File: config.mk
export PLATFORM = sky130hd
export DESIGN_NAME = fifo_mem_write_mc
export DESIGN_NICKNAME = d
export VERILOG_FILES = /design/src/rtl/fifo_pkg.sv /design/src/rtl/fifo_wptr_full_ch.sv /design/src/rtl/fifo_mem_write_mc.sv
export SDC_FILE = /design/constraint.sdc
export NUM_CORES = 1
export LEC_CHECK = 0
export CORE_AREA = 4 4 131 145
export CTS_CLUSTER_SIZE = 40
export DETAILED_ROUTE_END_ITERATION = 8
export DIE_AREA = 0 0 135 149
export HOLD_SLACK_MARGIN = 0.1
export PLACE_DENSITY = 0.66
export SETUP_SLACK_MARGIN = 0.1
export SLEW_MARGIN = 20
export SYNTH_ARGS = -nofsm -noshare
export SYNTH_HDL_FRONTEND = slang
export SYNTH_HIERARCHICAL = 1
export SYNTH_SLANG_ARGS = --single-unit
export TNS_END_PERCENT = 50
File: constraint.sdc
create_clock -name w_clk -period 5.8 [get_ports w_clk]
set_input_delay 1.16 -clock w_clk [delete_from_list [all_inputs] [get_ports w_clk]]
set_output_delay 1.16 -clock w_clk [all_outputs]
set_load 0.01 [all_outputs]
File: src/rtl/fifo_pkg.sv
// Shared helpers for the async FIFO write side: Gray/binary conversion and
// channel-select width. Conversions work on 32-bit zero-extended values.
package fifo_pkg;

   function automatic int ch_width(input int n);
      return (n > 1) ? $clog2(n) : 1;
   endfunction

   function automatic logic [31:0] bin2gray(input logic [31:0] b);
      return b ^ (b >> 1);
   endfunction

   function automatic logic [31:0] gray2bin(input logic [31:0] g);
      logic [31:0] b;
      b[31] = g[31];
      for (int i = 30; i >= 0; i--) begin
         b[i] = b[i+1] ^ g[i];
      end
      return b;
   endfunction

endpackage

File: src/rtl/fifo_wptr_full_ch.sv
// One write-side channel: binary/Gray write pointer, registered full,
// almost-full and level, plus sticky overflow and saturating drop counter.
module fifo_wptr_full_ch
   import fifo_pkg::*;
#(
   parameter int  F_DEPTH  = 4,
   parameter int  AF_LEVEL = 3,
   parameter int  CNT_W    = 8,
   localparam int A_W      = $clog2(F_DEPTH),
   localparam int P_SIZE   = A_W + 1
) (
   input  logic              w_clk,
   input  logic              w_rstn,
   input  logic              w_inc,
   input  logic [P_SIZE-1:0] wq2_rptr,
   input  logic              w_ovf_clr,
   output logic [P_SIZE-1:0] w_ptr_gray,
   output logic              w_full,
   output logic              w_almost_full,
   output logic [P_SIZE-1:0] w_level,
   output logic              w_ovf,
   output logic [CNT_W-1:0]  w_drop_cnt,
   output logic              w_acc,
   output logic [A_W-1:0]    w_addr
);

   // Full when the write Gray pointer equals the read pointer with its two MSBs inverted.
   localparam logic [P_SIZE-1:0] FULL_MASK = P_SIZE'(3) << (P_SIZE - 2);
   localparam logic [P_SIZE-1:0] AF_THR    = P_SIZE'(AF_LEVEL);
   localparam logic [CNT_W-1:0]  CNT_MAX   = {CNT_W{1'b1}};

   logic [P_SIZE-1:0] wbin, wbin_nxt, wgray_nxt, rbin, level_nxt;
   logic [31:0]       gray_ext, rbin_ext;
   logic              drop;
   logic              unused_hi;

   // Handshake: w_inc is a request; it is accepted only while w_full is low
   // (ready = ~w_full). A request seen while full is dropped and counted.
   always_comb begin
      w_acc     = w_inc & ~w_full;
      drop      = w_inc & w_full;
      wbin_nxt  = wbin + P_SIZE'(w_acc);
      gray_ext  = bin2gray(32'(wbin_nxt));
      wgray_nxt = gray_ext[P_SIZE-1:0];
      rbin_ext  = gray2bin(32'(wq2_rptr));
      rbin      = rbin_ext[P_SIZE-1:0];
      level_nxt = wbin_nxt - rbin;
   end

   assign w_addr    = wbin[A_W-1:0];
   assign unused_hi = ^{gray_ext[31:P_SIZE], rbin_ext[31:P_SIZE]};

   always_ff @(posedge w_clk or negedge w_rstn) begin
      if (!w_rstn) begin
         wbin          <= '0;
         w_ptr_gray    <= '0;
         w_full        <= 1'b0;
         w_almost_full <= 1'b0;
         w_level       <= '0;
         w_ovf         <= 1'b0;
         w_drop_cnt    <= '0;
      end else begin
         wbin          <= wbin_nxt;
         w_ptr_gray    <= wgray_nxt;
         w_full        <= (wgray_nxt == (wq2_rptr ^ FULL_MASK));
         w_level       <= level_nxt;
         w_almost_full <= (level_nxt >= AF_THR);
         // Clear beats a same-cycle drop for the flag, but the drop still counts.
         if (w_ovf_clr) begin
            w_ovf      <= 1'b0;
            w_drop_cnt <= drop ? CNT_W'(1) : '0;
         end else if (drop) begin
            w_ovf <= 1'b1;
            if (w_drop_cnt != CNT_MAX) w_drop_cnt <= w_drop_cnt + CNT_W'(1);
         end
      end
   end

endmodule

File: src/rtl/fifo_mem_write_mc.sv
// Multi-channel async FIFO write side: per-channel storage and pointer logic
// in one write clock domain, with an asynchronous read port for the read side.
module fifo_mem_write_mc
   import fifo_pkg::*;
#(
   parameter int  D_SIZE   = 16,
   parameter int  F_DEPTH  = 4,
   parameter int  N_CH     = 2,
   parameter int  AF_LEVEL = 3,
   parameter int  CNT_W    = 8,
   localparam int A_W      = $clog2(F_DEPTH),
   localparam int P_SIZE   = A_W + 1,
   localparam int CH_W     = ch_width(N_CH)
) (
   input  logic                     w_clk,
   input  logic                     w_rstn,
   input  logic [N_CH-1:0]          w_inc,
   input  logic [N_CH*D_SIZE-1:0]   w_data,
   input  logic [N_CH*P_SIZE-1:0]   wq2_rptr,
   input  logic [N_CH-1:0]          w_ovf_clr,
   output logic [N_CH*P_SIZE-1:0]   w_ptr_gray,
   output logic [N_CH-1:0]          w_full,
   output logic [N_CH-1:0]          w_almost_full,
   output logic [N_CH*P_SIZE-1:0]   w_level,
   output logic [N_CH-1:0]          w_ovf,
   output logic [N_CH*CNT_W-1:0]    w_drop_cnt,
   input  logic [CH_W-1:0]          r_ch,
   input  logic [A_W-1:0]           r_addr,
   output logic [D_SIZE-1:0]        r_data
);

   logic [D_SIZE-1:0]   mem [N_CH][F_DEPTH];
   logic [N_CH-1:0]     acc;
   logic [N_CH*A_W-1:0] waddr;

   for (genvar c = 0; c < N_CH; c++) begin : g_ch
      fifo_wptr_full_ch #(
         .F_DEPTH  (F_DEPTH),
         .AF_LEVEL (AF_LEVEL),
         .CNT_W    (CNT_W)
      ) u_ch (
         .w_clk         (w_clk),
         .w_rstn        (w_rstn),
         .w_inc         (w_inc[c]),
         .wq2_rptr      (wq2_rptr[c*P_SIZE +: P_SIZE]),
         .w_ovf_clr     (w_ovf_clr[c]),
         .w_ptr_gray    (w_ptr_gray[c*P_SIZE +: P_SIZE]),
         .w_full        (w_full[c]),
         .w_almost_full (w_almost_full[c]),
         .w_level       (w_level[c*P_SIZE +: P_SIZE]),
         .w_ovf         (w_ovf[c]),
         .w_drop_cnt    (w_drop_cnt[c*CNT_W +: CNT_W]),
         .w_acc         (acc[c]),
         .w_addr        (waddr[c*A_W +: A_W])
      );
   end

   always_ff @(posedge w_clk or negedge w_rstn) begin
      if (!w_rstn) begin
         for (int c = 0; c < N_CH; c++) begin
            for (int a = 0; a < F_DEPTH; a++) begin
               mem[c][a] <= '0;
            end
         end
      end else begin
         for (int c = 0; c < N_CH; c++) begin
            if (acc[c]) mem[c][waddr[c*A_W +: A_W]] <= w_data[c*D_SIZE +: D_SIZE];
         end
      end
   end

   // Read port is combinational; an out-of-range channel reads as zero.
   always_comb begin
      r_data = '0;
      if (int'(r_ch) < N_CH) r_data = mem[r_ch][r_addr];
   end

endmodule
======== Word-level counts from Yosys, hierarchy flattened ========
Index checks and enable logic that the tools add are counted.
storage, ports and cells
  register bits after elaboration ......... 168
  bits in latches ......................... 0
  bits in writable memories ............... 0
  bits in read-only memories .............. 0
  output and inout port bits .............. 50
  word-level logic and storage cells ...... 90
  memories ................................ 0
cells by class
  $add $sub $neg .......................... 6
  $mul .................................... 0
  divide/modulo/power cells ............... 0
  $lt $le $gt $ge ......................... 8
  equality and inequality tests ........... 4
  shifts and indexed selects .............. 0
  mux-type cells .......................... 24
  bitwise operators ....................... 18
  reductions and logical operators ........ 8
operators with widths
  kind                                                                                  count
  64-bit 2-to-1 mux                                                                     3
  64-bit bitwise mux                                                                    2
  16-bit demux with 2-bit select                                                        2
  16-bit 2-to-1 mux                                                                     4
  8-bit 2-to-1 mux                                                                      6
  16-bit binary-select mux with 2-bit select                                            1
  8-bit by 1-bit adder with 8-bit output (second input constant)                        2
  8-bit inequality test (second input constant)                                         2
  3-bit greater-or-equal comparator (second input constant)                             3
  2-bit inverter with 3-bit output                                                      3
  2-bit nonzero test                                                                    4
  3-bit by 1-bit adder with 3-bit output                                                2
  3-bit equality test                                                                   2
  3-bit by 2-bit greater-or-equal comparator with 1-bit output (second input constant)  2
  3-bit by 1-bit less-than comparator with 1-bit output (second input constant)         2
  1-bit 2-to-1 mux                                                                      6
  3-bit subtractor                                                                      2
  3-bit by 2-bit XOR with 3-bit output                                                  2
  1-bit AND                                                                             4
  2-bit inverter                                                                        2
  2-bit AND reduction                                                                   2
  1-bit XOR                                                                             4
  2-bit greater-or-equal comparator (second input constant)                             1
  1-bit logical AND                                                                     2
  other kinds (2)                                                                       3

======== Longest topological paths before layout ========
  word-level depth ........................ 7
  depth in mapped cells ................... 9
  gate-level depth less buffers ........... 8

======== Cells and area by module ========
Netlist, hierarchy kept.
by module, submodules not included
  module             instances  cells each  area an instance (um2)  sequential area each (um2)
  fifo_mem_write_mc  1          329         5825.6                  3203.1
  fifo_wptr_full_ch  2          90          963.4                   475.5

======== Worst setup path before layout ========
No wires, ideal clock.
  path kind ............................... input to output
  from .................................... input port r_ch
  to ...................................... output port r_data[12]
  data arrival time ....................... 2.232 ns
  setup slack ............................. 2.408 ns
  stages .................................. 4
  path buffers ............................ 2
  cells stage by stage .................... buf_6 buf_6 mux4_1 mux2_2
on the way
  cells in the longest elaborated chain, start to end .. 7
ends and longest elaborated chain
  element                                                 RTL line                 text
  start: declaration                                      fifo_mem_write_mc.sv:27  input logic [CH_W-1:0] r_ch,
  1-bit inverter with 2-bit output (implied by the code)  fifo_mem_write_mc.sv:75  if (int'(r_ch) < N_CH) r_data = mem[r_ch][r_addr];
  64-bit 2-to-1 mux (implied by the code) (3 in a row)    fifo_mem_write_mc.sv:75
  16-bit binary-select mux with 2-bit select              fifo_mem_write_mc.sv:75
  16-bit 2-to-1 mux (implied by the code) (2 in a row)    fifo_mem_write_mc.sv:75
  end: declaration                                        fifo_mem_write_mc.sv:29  output logic [D_SIZE-1:0] r_data
No other way between the ends. The select of a mux whose other input is x is not followed.

======== Worst setup path in the final report ========
  from .................................... input port r_ch
  to ...................................... output port r_data[3]
The elaborated chain is that of the path after synthesis.

==> key figures <==
Global routing
  • Total grt overflow: 0
  • Largest net degree at the start of global routing: 70
  • Initial antenna violation count: 0
  • GR Util All Layers: 0.1714
  • Vias in the first global route: 5136
  • Global-route wire length before repair: 26850 µm

Min path
  • Hold crit path type: reg -> reg
  • WHS Path Cells: 1

Die
  • CORE AREA: 17550 µm²
  • Die Y: roughly 150 µm
  • Boundary Pins: 97
  • Die area: 20120 µm²
  • Die W: 135 µm
  • Starting Density: 0.4418
  • Core Rows: about 50

Final layout
  • Most frequent cells in the layout: dfrtp_1 (166), mux2_2 (144), clkdlybuf4s50_1 (94)
  • Commonest non-fill, non-tap cell in the layout: dfrtp_1
  • Nets: 670
  • Final Core Density: 0.5452
  • Post-Layout Cell Count: about 860
  • Fraction of layout cells with a size suffix above 1: 0.3146
  • Area Growth Syn to Fin: 23.40%
  • Fill cells: approximately 1400
  • ANT cells: 0

Clocking
  • Clk pin slew, worst setup/hold paths: 0.06 ns
  • CTS tree: built
  • Setup bufs post-CTS: 0
  • H-tree level count: 4
  • Cts hold-fix bufs: 0
  • # clock sinks: 166
  • Post_cts resized: 0
  • Total CTS buffers: 17
  • Clock buffer depth: 2
  • Clock Latency Late Sink: 0.41 ns
  • Root Buffer: clkbuf_16

Pwr
  • LEAKAGE: 4.020 nW
  • Total power divided by cell area: 516.6 nW/µm²
  • Share of power burned in the clock network: 0.231
  • VDD IR max: 300.8 µV
  • Combinational power share: 0.368
  • Sequential share of power: 0.401
  • Cell internal pwr: 3.529 mW
  • Switching part of the total power: 0.2859
  • P_sw: 1.413 mW

Worst setup path
  • Arr. time, crit path: approximately 3.3 ns
  • CP Capture Type: output pin
  • CP Cell Sequence: buf_2 -> buf_4 -> mux4_1 -> mux2_2 -> clkdlybuf4s50_1
  • R2R depth: 8
  • Critical Path RT: 4.64 ns
  • Crit Path Max Fanout: 21
  • Crit Path Class: in -> out
  • Setup crit start kind: primary input
  • Max stage delay cell, worst path: mux4_1
  • Worst path max stage delay: 0.60 ns

Timing
  • Final min period: about 4.5 ns
  • Slew headroom: 0.2812
  • Worst-margin pin slew: roughly 1.1 ns
  • Final Slew Violations: 0
  • Max Clk Rate: between 200 and 250 MHz
  • Setup ws final: 1.320 ns
  • Setup tns final: 0 ns
  • Worst hold margin: between 0.4 and 0.5 ns
  • Clk_skew: 0.006371 ns
  • Period utilization: 0.7724
  • RSZ-0062 raised after global routing: no
  • Final setup fails: 0
  • Final hold violation count: 0

Synth
  • Number of synthesized register bits: 166
  • Post-Syn Nets: 566
  • Post-synth cell types: 39
  • Number of synthesized flops with an enable pin: 0
  • Top_reg_cell synth: dfrtp_1
  • Sequential area share after synthesis: 0.5358
  • Gate count after technology mapping: ~510
  • FFs w/ async S/R, synth: 1.000
  • Synth Cell Area: between 7000 and 8000 µm²
  • YS warnings: 6
  • Syn_area_per_cell: 15.23 µm²

Placement
  • Port bufs: between 90 and 100
  • DP Wirelength: 10630 µm
  • Dpl ws: 1.281 ns
  • Placed Cells: 831
  • RD Place Congestion: 0.8265

Drt
  • DRC errors left: 0
  • Wire length per cell: approximately 19 µm
  • Initial DRC Count: 150
  • DR vias/cell: 5.412
  • Post-DRT Antenna Nets: 0
  • Final wirelength: 16400 µm
  • Router iterations before antenna repair: 6
  • Vias: about 4700

Outcome
  • Status: completed

Job
  • Max-cap violations: 0
## critical path, delay by kind of cell
family	cells	cell delay [ns]
multiplexers	2	0.87
buffers and inverters	3	1.28
## metrics by stage
stage / instance area (µm²) / total power, mW
floorplan: 7752 / 3.169
global placement: 8962 / 3.754
detailed placement: 8962 / 3.834
CTS: 9552 / 5.004
global route: 9567 / 5.246
finish: 9567 / 4.942
## final cells by class
cell class	instances	area [µm²]	share of cell area
Sequential cell	166	4154	0.4342
Multi-Input combinational cell	310	3441	0.3597
Timing Repair Buffer	106	1040	0.1087
Clock buffer	18	429.2	0.04486
Tap cell	238	297.8	0.03113
Clock inverter	11	160.2	0.01674
Inverter	12	45.04	0.004708
## power groups by stage
| stage | Sequential [mW] | Clock, mW | Combinational, mW |
|---|---|---|---|
| CTS | 1.99 | 1.17 | 1.84 |
| global placement | 1.98 | 0 | 1.78 |
| global route | 2.05 | 1.21 | 1.98 |
| finish | 1.98 | 1.14 | 1.82 |
| floorplan | 1.93 | 0 | 1.23 |
| detailed placement | 2.00 | 0 | 1.83 |
## registers in the layout, indices dropped and copies added, names as in the netlist
register,cells
g_ch.u_ch/w_drop_cnt,16
g_ch.u_ch/w_full,2
mem,128
g_ch.u_ch/w_ptr_gray,6
g_ch.u_ch/w_level,6
g_ch.u_ch/wbin,4
g_ch.u_ch/w_ovf,2
g_ch.u_ch/w_almost_full,2
## synthesized netlist by cell type (8+ instances only)
master   count  area (µm²)
dfrtp_1    166        4154
nor3_1      10       50.05
mux2_2     144        1622
a21oi_1     10       50.05
nand3_1      8       40.04
nand2_1      8       30.03
nor2_1      16       60.06
inv_1       12       45.04
mux4_1      28       735.7
xor2_1       8       70.07
ha_1         8       100.1
xnor2_1      8       70.07
## cell families (layout without fill, tap and decap cells)
| kind of cell | Yosys count | count (layout) | synth area share |
|---|---|---|---|
| simple gates | 72 | 72 | 0.05165 |
| buf+inv | 33 | 147 | 0.02195 |
| fa+ha+maj | 10 | 10 | 0.01808 |
| flops | 166 | 166 | 0.5358 |
| xor+xnor | 16 | 16 | 0.01808 |
| compound gates | 32 | 32 | 0.03357 |
| mux | 180 | 180 | 0.3209 |
## final timing paths
kind / startpoint / end / slack, ns
max in group asynchronous: w_rstn / g_ch[1].u_ch/w_almost_full$_DFF_PN0_ / 3.85
min: mem[34]$_DFFE_PN0P_ / mem[34]$_DFFE_PN0P_ / 0.50
min in group asynchronous: w_rstn / mem[91]$_DFFE_PN0P_ / 0.73
max reg2reg: g_ch[1].u_ch/w_full$_DFF_PN0_ / g_ch[1].u_ch/w_almost_full$_DFF_PN0_ / 3.36
min reg2reg: mem[34]$_DFFE_PN0P_ / mem[34]$_DFFE_PN0P_ / 0.50
max: r_ch / r_data[3] / 1.32
## metal layers
metal  wire (µm)  track usage
met5           0            0
met4         257      0.05242
met3         766      0.05027
met2        7830       0.2748
met1        7549       0.2277
No activity file was read; power rests on OpenSTA's default activity.
